--- config.mk ---
export PLATFORM = sky130hd
export DESIGN_NAME = core_bus_arbiter_flat
export DESIGN_NICKNAME = d
export VERILOG_FILES = /design/src/rtl/core_bus_arbiter_if.sv /design/src/rtl/core_bus_arbiter.sv /design/src/flat_wrapper.sv
export SDC_FILE = /design/constraint.sdc
export NUM_CORES = 1
export LEC_CHECK = 0
export ABC_AREA = 1
export CAP_MARGIN = 20
export CORE_AREA = 2 2 199 201
export DETAILED_ROUTE_END_ITERATION = 10
export DIE_AREA = 0 0 201 203
export PLACE_DENSITY = 0.52
export REMOVE_ABC_BUFFERS = 1
export SLEW_MARGIN = 20
export SYNTH_ARGS = -nofsm -noshare
export SYNTH_HDL_FRONTEND = slang
export SYNTH_SLANG_ARGS = --single-unit
--- constraint.sdc ---
create_clock -name clk -period 5.05 [get_ports clk]
set_input_delay 1.01 -clock clk [delete_from_list [all_inputs] [get_ports clk]]
set_output_delay 1.01 -clock clk [all_outputs]
set_load 0.05 [all_outputs]
--- src/rtl/core_bus_arbiter_if.sv ---
// Bus bundle between the core's fetch/data ports, the arbiter and the single memory-side port.
// slave = arbiter side, master = the core plus memory around it.
interface core_bus_arbiter_if #(
  parameter int unsigned ADDR_W = 64,
  parameter int unsigned DATA_W = 64
);
  localparam int unsigned STRB_W = DATA_W / 8;

  logic              ireq_valid;
  logic [ADDR_W-1:0] ireq_addr;
  logic              iresp_addr_ok;
  logic              iresp_data_ok;
  logic [31:0]       iresp_data;

  logic              dreq_valid;
  logic [ADDR_W-1:0] dreq_addr;
  logic [2:0]        dreq_size;
  logic [STRB_W-1:0] dreq_strobe;
  logic [DATA_W-1:0] dreq_data;
  logic              dresp_addr_ok;
  logic              dresp_data_ok;
  logic [DATA_W-1:0] dresp_data;

  logic              oreq_valid;
  logic [ADDR_W-1:0] oreq_addr;
  logic [2:0]        oreq_size;
  logic [STRB_W-1:0] oreq_strobe;
  logic [DATA_W-1:0] oreq_data;
  logic              oresp_data_ok;
  logic [DATA_W-1:0] oresp_data;

  logic              grant_d;

  modport slave (
    input  ireq_valid, ireq_addr,
    output iresp_addr_ok, iresp_data_ok, iresp_data,
    input  dreq_valid, dreq_addr, dreq_size, dreq_strobe, dreq_data,
    output dresp_addr_ok, dresp_data_ok, dresp_data,
    output oreq_valid, oreq_addr, oreq_size, oreq_strobe, oreq_data,
    input  oresp_data_ok, oresp_data,
    output grant_d
  );

  modport master (
    output ireq_valid, ireq_addr,
    input  iresp_addr_ok, iresp_data_ok, iresp_data,
    output dreq_valid, dreq_addr, dreq_size, dreq_strobe, dreq_data,
    input  dresp_addr_ok, dresp_data_ok, dresp_data,
    input  oreq_valid, oreq_addr, oreq_size, oreq_strobe, oreq_data,
    output oresp_data_ok, oresp_data,
    input  grant_d
  );
endinterface

--- src/rtl/core_bus_arbiter.sv ---
// Serialises fetch and data requests onto one memory port, one transaction outstanding.
// Optional ARB_ROUND_ROBIN_EN alternates ties between requesters; default is data-bus priority.
module core_bus_arbiter #(
  parameter int unsigned ADDR_W = 64,
  parameter int unsigned DATA_W = 64
) (
  input  logic                clk,
  input  logic                reset,
  core_bus_arbiter_if.slave   io_bus
);
  localparam int unsigned STRB_W = DATA_W / 8;
  localparam logic [2:0]  MSIZE4 = 3'd2;

  localparam logic [1:0] ST_IDLE   = 2'd0;
  localparam logic [1:0] ST_BUSY_I = 2'd1;
  localparam logic [1:0] ST_BUSY_D = 2'd2;

  logic [1:0]        r_state;
  logic [1:0]        w_state_nxt;
  logic [ADDR_W-1:0] r_addr;
  logic [2:0]        r_size;
  logic [STRB_W-1:0] r_strobe;
  logic [DATA_W-1:0] r_data;

  logic w_idle;
  logic w_busy_i;
  logic w_busy_d;
  logic w_busy;
  logic w_pick_d;
  logic w_pick_i;
  logic w_fetch_hit;
  logic w_data_hit;

  assign w_idle   = (r_state == ST_IDLE);
  assign w_busy_i = (r_state == ST_BUSY_I);
  assign w_busy_d = (r_state == ST_BUSY_D);
  assign w_busy   = w_busy_i | w_busy_d;

`ifdef ARB_ROUND_ROBIN_EN
  // 1 = data bus received the most recent grant
  logic r_last_d;

  always_ff @(posedge clk or posedge reset) begin
    if (reset) begin
      r_last_d <= 1'b0;
    end else if (w_idle && (w_pick_d || w_pick_i)) begin
      r_last_d <= w_pick_d;
    end
  end

  assign w_pick_d = io_bus.dreq_valid && !(io_bus.ireq_valid && r_last_d);
`else
  assign w_pick_d = io_bus.dreq_valid;
`endif
  assign w_pick_i = io_bus.ireq_valid && !w_pick_d;

  always_ff @(posedge clk or posedge reset) begin
    if (reset) begin
      r_state <= ST_IDLE;
    end else begin
      r_state <= w_state_nxt;
    end
  end

  always_comb begin
    w_state_nxt = r_state;
    case (r_state)
      ST_IDLE: begin
        if (w_pick_d) begin
          w_state_nxt = ST_BUSY_D;
        end else if (w_pick_i) begin
          w_state_nxt = ST_BUSY_I;
        end
      end
      ST_BUSY_I, ST_BUSY_D: begin
        if (io_bus.oresp_data_ok) begin
          w_state_nxt = ST_IDLE;
        end
      end
      default: w_state_nxt = ST_IDLE;
    endcase
  end

  // Grant register: captured only in IDLE, frozen for the whole transfer
  always_ff @(posedge clk or posedge reset) begin
    if (reset) begin
      r_addr   <= '0;
      r_size   <= '0;
      r_strobe <= '0;
      r_data   <= '0;
    end else if (w_idle) begin
      if (w_pick_d) begin
        r_addr   <= io_bus.dreq_addr;
        r_size   <= io_bus.dreq_size;
        r_strobe <= io_bus.dreq_strobe;
        r_data   <= io_bus.dreq_data;
      end else if (w_pick_i) begin
        r_addr   <= io_bus.ireq_addr;
        r_size   <= MSIZE4;
        r_strobe <= '0;
        r_data   <= '0;
      end
    end
  end

  assign io_bus.oreq_valid  = w_busy;
  assign io_bus.oreq_addr   = w_busy ? r_addr   : '0;
  assign io_bus.oreq_size   = w_busy ? r_size   : '0;
  assign io_bus.oreq_strobe = w_busy ? r_strobe : '0;
  assign io_bus.oreq_data   = w_busy ? r_data   : '0;
  assign io_bus.grant_d     = w_busy_d;

  // A fetch whose address moved on while in flight is completed downstream but not reported
  assign w_fetch_hit = w_busy_i && io_bus.oresp_data_ok && (io_bus.ireq_addr == r_addr);
  assign w_data_hit  = w_busy_d && io_bus.oresp_data_ok;

  assign io_bus.iresp_addr_ok = w_idle && w_pick_i;
  assign io_bus.iresp_data_ok = w_fetch_hit;
  assign io_bus.iresp_data    = !w_fetch_hit ? 32'h0 :
                                (r_addr[2] ? io_bus.oresp_data[63:32] : io_bus.oresp_data[31:0]);

  assign io_bus.dresp_addr_ok = w_idle && w_pick_d;
  assign io_bus.dresp_data_ok = w_data_hit;
  assign io_bus.dresp_data    = w_data_hit ? io_bus.oresp_data : '0;
endmodule

--- src/flat_wrapper.sv ---
// flat-port wrapper written by rule: the top's interface ports become plain ports
module core_bus_arbiter_flat 
#(
  parameter int unsigned ADDR_W = 64,
  parameter int unsigned DATA_W = 64
)
  (clk, reset, io_bus_ireq_valid, io_bus_ireq_addr, io_bus_iresp_addr_ok, io_bus_iresp_data_ok, io_bus_iresp_data, io_bus_dreq_valid, io_bus_dreq_addr, io_bus_dreq_size, io_bus_dreq_strobe, io_bus_dreq_data, io_bus_dresp_addr_ok, io_bus_dresp_data_ok, io_bus_dresp_data, io_bus_oreq_valid, io_bus_oreq_addr, io_bus_oreq_size, io_bus_oreq_strobe, io_bus_oreq_data, io_bus_oresp_data_ok, io_bus_oresp_data, io_bus_grant_d);
  core_bus_arbiter_if #(.ADDR_W(ADDR_W), .DATA_W(DATA_W)) io_bus_i ();
  input  logic clk;
  input  logic reset;
  input wire logic [$bits(io_bus_i.ireq_valid)-1:0] io_bus_ireq_valid;
  input wire logic [$bits(io_bus_i.ireq_addr)-1:0] io_bus_ireq_addr;
  output wire logic [$bits(io_bus_i.iresp_addr_ok)-1:0] io_bus_iresp_addr_ok;
  output wire logic [$bits(io_bus_i.iresp_data_ok)-1:0] io_bus_iresp_data_ok;
  output wire logic [$bits(io_bus_i.iresp_data)-1:0] io_bus_iresp_data;
  input wire logic [$bits(io_bus_i.dreq_valid)-1:0] io_bus_dreq_valid;
  input wire logic [$bits(io_bus_i.dreq_addr)-1:0] io_bus_dreq_addr;
  input wire logic [$bits(io_bus_i.dreq_size)-1:0] io_bus_dreq_size;
  input wire logic [$bits(io_bus_i.dreq_strobe)-1:0] io_bus_dreq_strobe;
  input wire logic [$bits(io_bus_i.dreq_data)-1:0] io_bus_dreq_data;
  output wire logic [$bits(io_bus_i.dresp_addr_ok)-1:0] io_bus_dresp_addr_ok;
  output wire logic [$bits(io_bus_i.dresp_data_ok)-1:0] io_bus_dresp_data_ok;
  output wire logic [$bits(io_bus_i.dresp_data)-1:0] io_bus_dresp_data;
  output wire logic [$bits(io_bus_i.oreq_valid)-1:0] io_bus_oreq_valid;
  output wire logic [$bits(io_bus_i.oreq_addr)-1:0] io_bus_oreq_addr;
  output wire logic [$bits(io_bus_i.oreq_size)-1:0] io_bus_oreq_size;
  output wire logic [$bits(io_bus_i.oreq_strobe)-1:0] io_bus_oreq_strobe;
  output wire logic [$bits(io_bus_i.oreq_data)-1:0] io_bus_oreq_data;
  input wire logic [$bits(io_bus_i.oresp_data_ok)-1:0] io_bus_oresp_data_ok;
  input wire logic [$bits(io_bus_i.oresp_data)-1:0] io_bus_oresp_data;
  output wire logic [$bits(io_bus_i.grant_d)-1:0] io_bus_grant_d;
  assign io_bus_i.ireq_valid = io_bus_ireq_valid;
  assign io_bus_i.ireq_addr = io_bus_ireq_addr;
  assign io_bus_iresp_addr_ok = io_bus_i.iresp_addr_ok;
  assign io_bus_iresp_data_ok = io_bus_i.iresp_data_ok;
  assign io_bus_iresp_data = io_bus_i.iresp_data;
  assign io_bus_i.dreq_valid = io_bus_dreq_valid;
  assign io_bus_i.dreq_addr = io_bus_dreq_addr;
  assign io_bus_i.dreq_size = io_bus_dreq_size;
  assign io_bus_i.dreq_strobe = io_bus_dreq_strobe;
  assign io_bus_i.dreq_data = io_bus_dreq_data;
  assign io_bus_dresp_addr_ok = io_bus_i.dresp_addr_ok;
  assign io_bus_dresp_data_ok = io_bus_i.dresp_data_ok;
  assign io_bus_dresp_data = io_bus_i.dresp_data;
  assign io_bus_oreq_valid = io_bus_i.oreq_valid;
  assign io_bus_oreq_addr = io_bus_i.oreq_addr;
  assign io_bus_oreq_size = io_bus_i.oreq_size;
  assign io_bus_oreq_strobe = io_bus_i.oreq_strobe;
  assign io_bus_oreq_data = io_bus_i.oreq_data;
  assign io_bus_i.oresp_data_ok = io_bus_oresp_data_ok;
  assign io_bus_i.oresp_data = io_bus_oresp_data;
  assign io_bus_grant_d = io_bus_i.grant_d;
  core_bus_arbiter #(.ADDR_W(ADDR_W), .DATA_W(DATA_W)) u_core (.clk(clk), .reset(reset), .io_bus(io_bus_i));
endmodule
==> results.tsv, run 1 <==
stage	metric	value	unit
global_route	GR Util met1	0.238	
flow_run	max_cap viols	0	
worst_setup_path	crit start category	primary input	
finish	fin nets	2080	
floorplanning	core box area	38500	um^2
synthesis	synth unique cells	24	
place	placer congestion estimate	0.968	
sta	period utilization	0.869	
synthesis	Yosys reg bits	141	
synthesis	main combinational cell family by area after synthesis	simple AND/OR/NAND/NOR gates	
floorplanning	Starting Density	0.231	
worst_setup_path	Critical Path AT	3380	ps
cts	Root Buffer	clkbuf_16	
global_route	vias in the first global route	9949	
sta	crit path time final	4390	ps
synthesis	top-area cell type share of the netlist area	0.397	
cts	htree depth	4	
floorplanning	row cnt	72	
synthesis	top cells by area, synth	dfrtp_1 40%, nand2_1 16%, inv_1 13%	
sta	Hold Slack	499	ps
global_route	GRT busiest layer	met2	
power	Leak	7.93	nW
global_route	largest net degree at the start of global routing	114	
global_route	GRT overflow	0	
synthesis	post-synthesis compound-gate area fraction	0.180	
synthesis	sequential share of the synthesized area	0.397	
worst_setup_path	Crit-path slowest cell	clkdlybuf4s50_1	
worst_setup_path	worst-path cell chain	clkdlybuf4s50_1 -> nand2_1 -> inv_1 -> nand2_1 -> nor2_1 -> nand2_1 -> nor2_1 -> nand2_1 -> nor2_1 -> nand3_2 -> buf_4 -> nor2_1 -> buf_12	
synthesis	post-synthesis mux area share	0	
place	Detail Placement HPWL	32500	um
power	clock power share	0.136	
place	Placed Cells	2304	
sta	Worst slew margin	0.349	
cts	CTS Buf Count	17	
cts	CTS resizes	0	
worst_setup_path	worst-path fanout max	33	
worst_setup_path	crit end category	output pin	
place	Area after DPL	14800	um^2
sta	Setup-failing EPs final	0	
synthesis	post-synthesis simple-gate area fraction	0.240	
sta	Final Hold Viols	0	
synthesis	Syn Std Cell Area	8880	um^2
sta	Clock Skews	10.3	ps
finish	layout overhead on the synthesized area	73.0	%
detailed_routing	via count	10100	
cts	insertion delay to the later sink of the worst-skew pair	440	ps
global_route	overall routing resource usage	0.202	
global_route	antenna violations before repair	1	
floorplanning	die area	40800	um^2
power	Comb power frac	0.642	
floorplanning	I/O Pins	513	
sta	unrepaired setup endpoints after global routing	no	
synthesis	Post-Synth XOR/XNOR Area	0.00888	
power	PD cells	615	nW/um^2
worst_setup_path	kind of critical path	in -> out	
cts	clock sink count	141	
floorplanning	chip height	203	um
detailed_routing	DRC violations left	0	
status	status	complete, no violations	
synthesis	YS warnings	0	
cts	post-CTS setup buffers	0	
power	Pint	4.35	mW
sta	Slew @ Worst Pin	976	ps
worst_setup_path	Worst EP required	4040	ps
synthesis	Syn Inst Count	1339	
power	worst vdd ir	0.306	mV
worst_setup_path	slowest stage delay, CP	530	ps
sta	max-slew violations	0	
detailed_routing	ANT nets after route	0	
finish	share of cells above drive strength 1	0.0479	
synthesis	dominant cell type by area after synthesis	dfrtp_1	
detailed_routing	1st-pass router iterations	5	
synthesis	adder-cell share of the synthesized area	0.00423	
detailed_routing	Via density	4.32	
sta	FMAX	228	MHz
power	Psw	5.10	mW
cts	CTS Hold Bufs	0	
cts	Worst-path clk slew	60	ps
power	part of the power in registers	0.222	
global_route	first-pass GRT wire length	62400	um
global_route	met2 GRT Util	0.371	
sta	setup_tns	0	ps
finish	final instance area	15400	um^2
cts	deepest clock path buffer count	2	
detailed_routing	DRT iter0 DRCs	564	
worst_hold_path	hold crit path type	reg -> reg	
floorplanning	Chip Width	201	um
place	I/O Buffers	512	
cts	CTS tree	yes	
global_route	routing usage on met3	0.0385	
finish	Final Util	0.399	
detailed_routing	Avg WL per Cell	18.0	um
synthesis	syn_area_per_cell	6.63	um^2
finish	Final Non-Filler Cells	2337	
detailed_routing	WL final	42000	um
power	Switching Share	0.540	
## power groups by stage
stage | clock (mW) | sequential [mW] | combinational, mW
3_3_place_gp | 0 | 2.09 | 6.13
5_1_grt | 1.37 | 2.17 | 6.50
3_5_place_dp | 0 | 2.10 | 6.13
6_report | 1.28 | 2.10 | 6.07
2_1_floorplan | 0 | 2.01 | 3.97
4_1_cts | 1.33 | 2.09 | 6.15
## critical path: cells and delay by family
kind                   cells  cell delay [ps]
buffers and inverters      4             1030
AND/OR/NAND/NOR            9             1300
## Yosys cell counts
cell	instances
xor2_1	1
clkbuf_1	46
a22o_1	74
nand4_1	1
xnor2_1	8
o211ai_1	41
nand3_1	3
dfrtp_1	141
buf_6	3
a21oi_1	32
nand3_2	1
o21ai_0	54
ha_1	3
a31oi_1	23
nand2_1	367
buf_2	24
nor2_1	191
inv_2	3
buf_1	4
o22ai_1	6
a221o_1	1
nor2_2	1
o21ai_1	4
inv_1	307
## logic make-up (layout without fill, tap and decap cells)
family,after synthesis,count (layout)
flops,141,141
buf+inv,387,866
compound gates,235,235
fa+ha+maj,3,3
xor+xnor,9,9
other cells,0,1
simple gates,564,564
## cell type report
| class | instances | area, um^2 |
|---|---|---|
| inverter | 310 | 1180 |
| multi-input combinational | 811 | 3870 |
| fill | 4044 | 23100 |
| clock buffer | 18 | 429 |
| sequential | 141 | 3530 |
| tap | 518 | 648 |
| antenna | 1 | 2.50 |
| clock inverter | 14 | 146 |
| timing repair buffer | 524 | 5560 |
## stage by stage
| step | power, mW | setup WS [ps] |
|---|---|---|
| after floorplan | 5.98 | 245 |
| after global placement | 8.22 | 602 |
| after detailed placement | 8.23 | 576 |
| after CTS | 9.56 | 563 |
| after global routing | 10.0 | 430 |
| final | 9.45 | 663 |
## path summary, 6_finish.rpt
path	start	to	slack [ps]	cells after the start
worst min-delay path	u_core.r_data[12]	u_core.r_data[12]	500	1
max in group asynchronous	reset	u_core.r_data[47]	2870	3
worst min register to register	u_core.r_data[12]	u_core.r_data[12]	500	1
worst max-delay path	io_bus_oresp_data_ok	io_bus_iresp_data[18]	660	13
min in group asynchronous	reset	u_core.r_data[51]	1120	2
worst max register to register	u_core.r_state[0]	u_core.r_addr[63]	2660	9
## sequential cells by signal, indices dropped and copies added, names as in the netlist
| signal | cells |
|---|---|
| u_core.r_addr | 64 |
| u_core.r_data | 64 |
| u_core.r_size | 3 |
| u_core.r_state | 2 |
| u_core.r_strobe | 8 |
## per-layer routing
layer / routed length [um] / share of wire / vias to the layer above
li1: - / - / 4989
met1: 16800 / 0.40 / 4730
met2: 22100 / 0.53 / 337
met3: 2270 / 0.054 / 37
met4: 788 / 0.019 / 0
met5: 0 / 0 / -
## cell usage in the layout, fill, tap and decap left out, drive strengths merged
| cell type | Yosys | layout |
|---|---|---|
| a21oi | 32 | 32 |
| a221o | 1 | 1 |
| a22o | 74 | 74 |
| a31oi | 23 | 23 |
| buf | 31 | 47 |
| bufinv | 0 | 1 |
| clkbuf | 46 | 18 |
| clkdlybuf4s50 | 0 | 477 |
| clkinv | 0 | 4 |
| clkinvlp | 0 | 1 |
| dfrtp | 141 | 141 |
| diode | 0 | 1 |
| ha | 3 | 3 |
| inv | 310 | 318 |
| nand2 | 367 | 367 |
| nand3 | 4 | 4 |
| nand4 | 1 | 1 |
| nor2 | 192 | 192 |
| o211ai | 41 | 41 |
| o21ai | 58 | 58 |
| o22ai | 6 | 6 |
| xnor2 | 8 | 8 |
| xor2 | 1 | 1 |
Power figures use the tool's default switching activity.
==> run 2: changes to the inputs <==
- REMOVE_ABC_BUFFERS: 1 -> unset
==> run 2 against run 1 <==
Combinational power grew 0.7%. Die area unchanged. Critical path depth fell by 8. Wire length shrank 3.1%. Flip-flop and latch count stayed put. Sequential share of layout area down 0.12 points. Power up 0.65%. Utilization grew 0.20 points.
==> results.tsv, run 2 (synthesis gave the netlist of run 1 again) <==
stage	metric	value	unit	change
detailed_routing	Avg WL per Cell	17.4	um	was 18.0 um
cts	deepest clock path buffer count	2		unchanged
worst_setup_path	Reg2Reg Setup Slack	2440	ps	was 2660 ps
sta	FMAX	231	MHz	was 228 MHz
finish	most frequent cells in the layout	477 x clkdlybuf4s50_1, 366 x nand2_1, 306 x inv_1		unchanged
detailed_routing	DRC violations left	0		unchanged
sta	crit path time final	4330	ps	was 4390 ps
sta	max-slew violations	0		unchanged
cts	clock sink count	141		unchanged
worst_setup_path	crit start category	primary input		unchanged
sta	Setup-failing EPs final	0		unchanged
finish	top flop regs	u_core.r_addr (64), u_core.r_data (64), u_core.r_strobe (8)		unchanged
place	I/O Buffers	512		unchanged
worst_hold_path	hold path endpoint	u_core.r_data[11]		was u_core.r_data[12]
worst_setup_path	crit end category	output pin		unchanged
worst_setup_path	slowest stage delay, CP	820	ps	was 530 ps
worst_setup_path	Crit path top cell by count	clkdlybuf4s50_1		
flow_run	max_cap viols	0		unchanged
floorplanning	I/O Pins	513		unchanged
power	Leak	7.95	nW	was 7.93 nW
place	Area after DPL	14800	um^2	about the same
finish	fin nets	2082		was 2080
finish	final instance area	15400	um^2	about the same
sta	setup_tns	0	ps	unchanged
finish	share of cells above drive strength 1	0.0484		was 0.0479
sta	Worst slew margin	0.430		was 0.349
worst_setup_path	cell depth of the worst flop-to-flop path	9		unchanged
worst_hold_path	hold depth	1		unchanged
worst_setup_path	crit path buf inv count	3		was 4
worst_hold_path	HP Start	u_core.r_data[11]		was u_core.r_data[12]
floorplanning	Chip Width	201	um	unchanged
global_route	overall routing resource usage	0.197		was 0.202
worst_hold_path	hold crit path type	reg -> reg		unchanged
worst_setup_path	Critical Path AT	3320	ps	was 3380 ps
cts	CTS Buf Count	17		unchanged
floorplanning	row cnt	72		unchanged
place	Detail Placement HPWL	31100	um	was 32500 um
finish	most common cell after layout, fill and taps aside	clkdlybuf4s50_1		unchanged
worst_setup_path	Crit-path slowest cell	clkdlybuf4s50_1		unchanged
status	status	complete, no violations		unchanged
sta	post-route setup slack	724	ps	was 663 ps
worst_setup_path	kind of critical path	in -> out		unchanged
floorplanning	Starting Density	0.231		unchanged
cts	CTS Hold Bufs	0		unchanged
global_route	GRT overflow	0		unchanged
cts	CTS resizes	0		unchanged
floorplanning	die area	40800	um^2	unchanged
detailed_routing	ANT nets after route	0		unchanged
cts	htree depth	4		unchanged
power	Tot Pwr	9.51	mW	was 9.45 mW
detailed_routing	via count	10100		about the same
global_route	largest net degree at the start of global routing	81		was 114
cts	insertion delay to the later sink of the worst-skew pair	440	ps	about the same
detailed_routing	1st-pass router iterations	5		unchanged
sta	unrepaired setup endpoints after global routing	no		unchanged
power	worst vdd ir	0.347	mV	was 0.306 mV
cts	post-CTS setup buffers	0		unchanged
place	placer congestion estimate	0.916		was 0.968
global_route	first-pass GRT wire length	61300	um	was 62400 um
cts	CTS tree	yes		unchanged
floorplanning	chip height	203	um	unchanged
worst_setup_path	RR Startpoint	u_core.r_state[0]		unchanged
detailed_routing	Via density	4.32		about the same
worst_setup_path	worst-path fanout max	32		was 33
power	PD cells	616	nW/um^2	was 615 nW/um^2
synthesis	Mapped Nets	1614		
finish	layout overhead on the synthesized area	73.9	%	was 73.0%
detailed_routing	DRT iter0 DRCs	576		was 564
global_route	antenna violations before repair	5		was 1
sta	Clock Skews	8.72	ps	was 10.3 ps
place	pre-CTS setup slack	696	ps	was 576 ps
sta	period utilization	0.857		was 0.869
worst_setup_path	Worst EP required	4040	ps	about the same
cts	Worst-path clk slew	60	ps	about the same
global_route	vias in the first global route	10000		was 9949
worst_setup_path	critical path's top delay family	buffers and inverters		was simple AND/OR/NAND/NOR gates
sta	Final Hold Viols	0		unchanged
detailed_routing	WL final	40700	um	was 42000 um
worst_setup_path	R2R Path End	u_core.r_addr[45]		was u_core.r_addr[63]
sta	Slew @ Worst Pin	855	ps	was 976 ps
cts	Root Buffer	clkbuf_16		unchanged
floorplanning	core box area	38500	um^2	unchanged
worst_setup_path	worst-path cell chain	clkdlybuf4s50_1 -> nand2_2 -> buf_4 -> nor2_1 -> clkdlybuf4s50_1		was clkdlybuf4s50_1 -> nand2_1 -> inv_1 -> nand2_1 -> nor2_1 -> nand2_1 -> nor2_1 -> nand2_1 -> nor2_1 -> nand3_2 -> buf_4 -> nor2_1 -> buf_12
## run 2: cell types whose count changed in the layout (fill, tap and decap cells not counted), moves of 2 or more
cell and delta:
buf_12 +3, inv_6 -5, inv_8 -3, clkinv_2 +2
clkinvlp_4 +2, clkbuf_8 +4, diode_2 +3, clkinv_4 -2
## run 2: how the worst max path moves through the flow
stage | startpoint | depth (start not counted) | to | slack [ps]
finish | io_bus_oresp_data_ok | 5 | io_bus_dresp_data[60] | 720
global route | io_bus_oresp_data_ok | 13 | io_bus_iresp_data[7] | 570
CTS | io_bus_oresp_data_ok | 5 | io_bus_dresp_data[19] | 700
detailed placement | io_bus_oresp_data_ok | 5 | io_bus_dresp_data[19] | 700
global placement | io_bus_oresp_data_ok | 5 | io_bus_dresp_data[52] | 710
floorplan | reset | 1 | u_core.r_addr[0] | 260
## run 2: per-layer routing
metal / wire length [um] / global-route usage / vias up
met5: 13 / 0 / -
met2: 19300 / 0.322 / 401
met1: 17700 / 0.254 / 4685
met4: 666 / 0.0574 / 2
met3: 3050 / 0.0570 / 30
li1: - / - / 4998
## run 2: power breakdown
part	switching [mW]	internal, mW
clock network	0.537	0.778
logic	4.11	2.00
registers	0.414	1.68
total	5.06	4.45
## run 2: through the flow
step / hold slack (ps) / instances / util
after floorplan: 466 / 1339 / -
after global placement: 482 / 2306 / 0.386
after detailed placement: 482 / 2306 / 0.386
after CTS: 502 / 2337 / 0.401
after global routing: 509 / 2341 / 0.401
final: 498 / 2341 / 0.401
## run 2: area by class of cell
type / instances / area [um^2]
fillers: 4079 / 23000
repair buffers: 526 / 5620
multi-input cells: 811 / 3870
flip-flops and latches: 141 / 3530
inverters: 310 / 1170
well taps: 518 / 648
clock buffers: 22 / 484
clock inverters: 9 / 110
diodes: 4 / 10.0
==> run 3: changes to the inputs <==
- CORE_AREA: 2 2 199 201 -> 2 2 197 199
- CTS_BUF_LIST: unset -> sky130_fd_sc_hd__clkbuf_8
- DIE_AREA: 0 0 201 203 -> 0 0 199 201
- PLACE_DENSITY: 0.52 -> 0.53
- SETUP_SLACK_MARGIN: unset -> 0.4
==> run 3 against run 2 <==
Utilization about the same. Clock skew increased by 2.8 ps. Sequential share of layout area up 0.19 points. Fmax is 1.6% higher. Final area down 0.82%. Critical path depth rose by 8. Wire length fell by 1.6%. Worst setup slack gained 67 ps. Critical path type unchanged. Largest cell class unchanged. Largest power group unchanged.
==> results.tsv, run 3 (synthesis gave the netlist of run 1 again) <==
stage	metric	value	unit	change
status	status	complete, no violations		unchanged
cts	Worst-path clk slew	80	ps	was 60 ps
floorplanning	Chip Width	199	um	was 201 um
synthesis	Mapped Nets	1614		unchanged
place	placer congestion estimate	0.872		was 0.916
detailed_routing	Via density	4.29		was 4.32
cts	CTS Hold Bufs	0		unchanged
finish	top flop regs	u_core.r_addr (64), u_core.r_data (64), u_core.r_strobe (8)		unchanged
finish	share of cells above drive strength 1	0.0494		was 0.0484
global_route	antenna violations before repair	2		was 5
finish	fin nets	2083		was 2082
worst_setup_path	Critical Path AT	3250	ps	was 3320 ps
sta	Clock Skews	11.5	ps	was 8.72 ps
cts	deepest clock path buffer count	2		unchanged
worst_setup_path	crit end category	output pin		unchanged
power	Psw	5.04	mW	was 5.06 mW
global_route	vias in the first global route	10100		was 10000
place	Detail Placement HPWL	30600	um	was 31100 um
worst_hold_path	hold crit path type	reg -> reg		unchanged
place	I/O Buffers	512		unchanged
detailed_routing	via count	10000		was 10100
finish	FILL cells	4002		was 4079
worst_setup_path	worst-path fanout max	33		was 32
power	worst vdd ir	0.391	mV	was 0.347 mV
floorplanning	row cnt	72		unchanged
sta	max-slew violations	0		unchanged
sta	Final Hold Viols	0		unchanged
cts	insertion delay to the later sink of the worst-skew pair	480	ps	was 440 ps
power	part of the power in registers	0.226		was 0.220
cts	CTS tree	yes		unchanged
power	Pint	4.28	mW	was 4.45 mW
detailed_routing	DRT iter0 DRCs	533		was 576
power	Tot Pwr	9.32	mW	was 9.51 mW
cts	clock sink count	141		unchanged
finish	layout overhead on the synthesized area	72.4	%	was 73.9%
finish	most frequent cells in the layout	478 x clkdlybuf4s50_1, 366 x nand2_1, 306 x inv_1		was 477 x clkdlybuf4s50_1, 366 x nand2_1, 306 x inv_1
finish	Final Non-Filler Cells	2341		unchanged
sta	Slew @ Worst Pin	840	ps	was 855 ps
detailed_routing	WL final	40100	um	was 40700 um
global_route	GRT overflow	0		unchanged
worst_setup_path	Worst EP required	4040	ps	about the same
global_route	first-pass GRT wire length	60600	um	was 61300 um
sta	setup_tns	0	ps	unchanged
detailed_routing	DRC violations left	0		unchanged
sta	unrepaired setup endpoints after global routing	no		unchanged
detailed_routing	Avg WL per Cell	17.1	um	was 17.4 um
worst_setup_path	kind of critical path	in -> out		unchanged
flow_run	max_cap viols	0		unchanged
global_route	overall routing resource usage	0.199		was 0.197
floorplanning	Starting Density	0.233		was 0.231
place	Placed Cells	2307		was 2306
floorplanning	I/O Pins	513		unchanged
power	Leak	7.90	nW	was 7.95 nW
power	Switching Share	0.540		was 0.532
cts	post-CTS setup buffers	0		unchanged
floorplanning	die area	40000	um^2	was 40800 um^2
sta	Setup-failing EPs final	0		unchanged
power	clock power share	0.118		was 0.138
detailed_routing	ANT nets after route	0		unchanged
sta	period utilization	0.843		was 0.857
cts	Root Buffer	clkbuf_8		was clkbuf_16
sta	crit path time final	4260	ps	was 4330 ps
cts	CTS resizes	0		unchanged
floorplanning	chip height	201	um	was 203 um
sta	Worst slew margin	0.440		was 0.430
global_route	largest net degree at the start of global routing	142		was 81
sta	FMAX	235	MHz	was 231 MHz
cts	CTS Buf Count	17		unchanged
worst_setup_path	crit start category	primary input		unchanged
finish	most common cell after layout, fill and taps aside	clkdlybuf4s50_1		unchanged
power	PD cells	609	nW/um^2	was 616 nW/um^2
power	Comb power frac	0.656		was 0.642
floorplanning	core box area	38100	um^2	was 38500 um^2
detailed_routing	1st-pass router iterations	5		unchanged
cts	htree depth	4		unchanged
## run 3: path summary, 6_finish.rpt
check,startpoint,to,slack [ps],depth (start not counted)
worst max-delay path,io_bus_oresp_data_ok,io_bus_iresp_data[26],790,13
worst min-delay path,u_core.r_data[44],u_core.r_data[44],500,1
worst max register to register,u_core.r_state[1],u_core.r_addr[35],2660,9
worst min register to register,u_core.r_data[44],u_core.r_data[44],500,1
max in group asynchronous,reset,u_core.r_addr[2],3270,3
min in group asynchronous,reset,u_core.r_data[31],1100,3
## run 3: power by group through the flow
stage	logic [mW]	registers, mW	clock network, mW
2_1_floorplan	4.10	1.96	0
4_1_cts	6.20	2.10	1.15
6_report	6.11	2.11	1.10
5_1_grt	6.59	2.19	1.20
3_5_place_dp	6.18	2.10	0
3_3_place_gp	6.17	2.11	0
## run 3: final cells by class
cell class	instances	area, um^2	share of cell area
tap	518	648	0.0423
clock buffer	18	248	0.0162
clock inverter	14	215	0.0141
multi-input combinational	811	3870	0.252
timing repair buffer	527	5630	0.368
antenna	2	5.00	0.000327
inverter	310	1170	0.0766
sequential	141	3530	0.231
## run 3: metrics by stage
| step | util | instance area [um^2] | setup slack (ps) | hold slack (ps) |
|---|---|---|---|---|
| CTS | 0.402 | 15300 | 670 | 508 |
| finish | 0.402 | 15300 | 791 | 501 |
| global route | 0.402 | 15300 | 572 | 523 |
| floorplan | - | 8880 | 1570 | 466 |
| global placement | 0.390 | 14800 | 714 | 482 |
| detailed placement | 0.390 | 14800 | 673 | 482 |
## run 3: routing by layer
layer	track usage	share of wire	wire length, um
met1	0.249	0.43	17000
met2	0.333	0.48	19200
met3	0.0635	0.082	3280
met4	0.0458	0.013	508
met5	0	0.00032	13
## run 3: worst max-delay path, stage by stage
cell and delay [ps]:
clkdlybuf4s50_1 530, nand2_1 80, inv_1 130, nand2_1 70, nor2_1 180, nand2_1 80
nor2_1 180, nand2_1 80, nor2_1 140, nand3_2 70, buf_4 250, nor2_1 250
buf_12 170
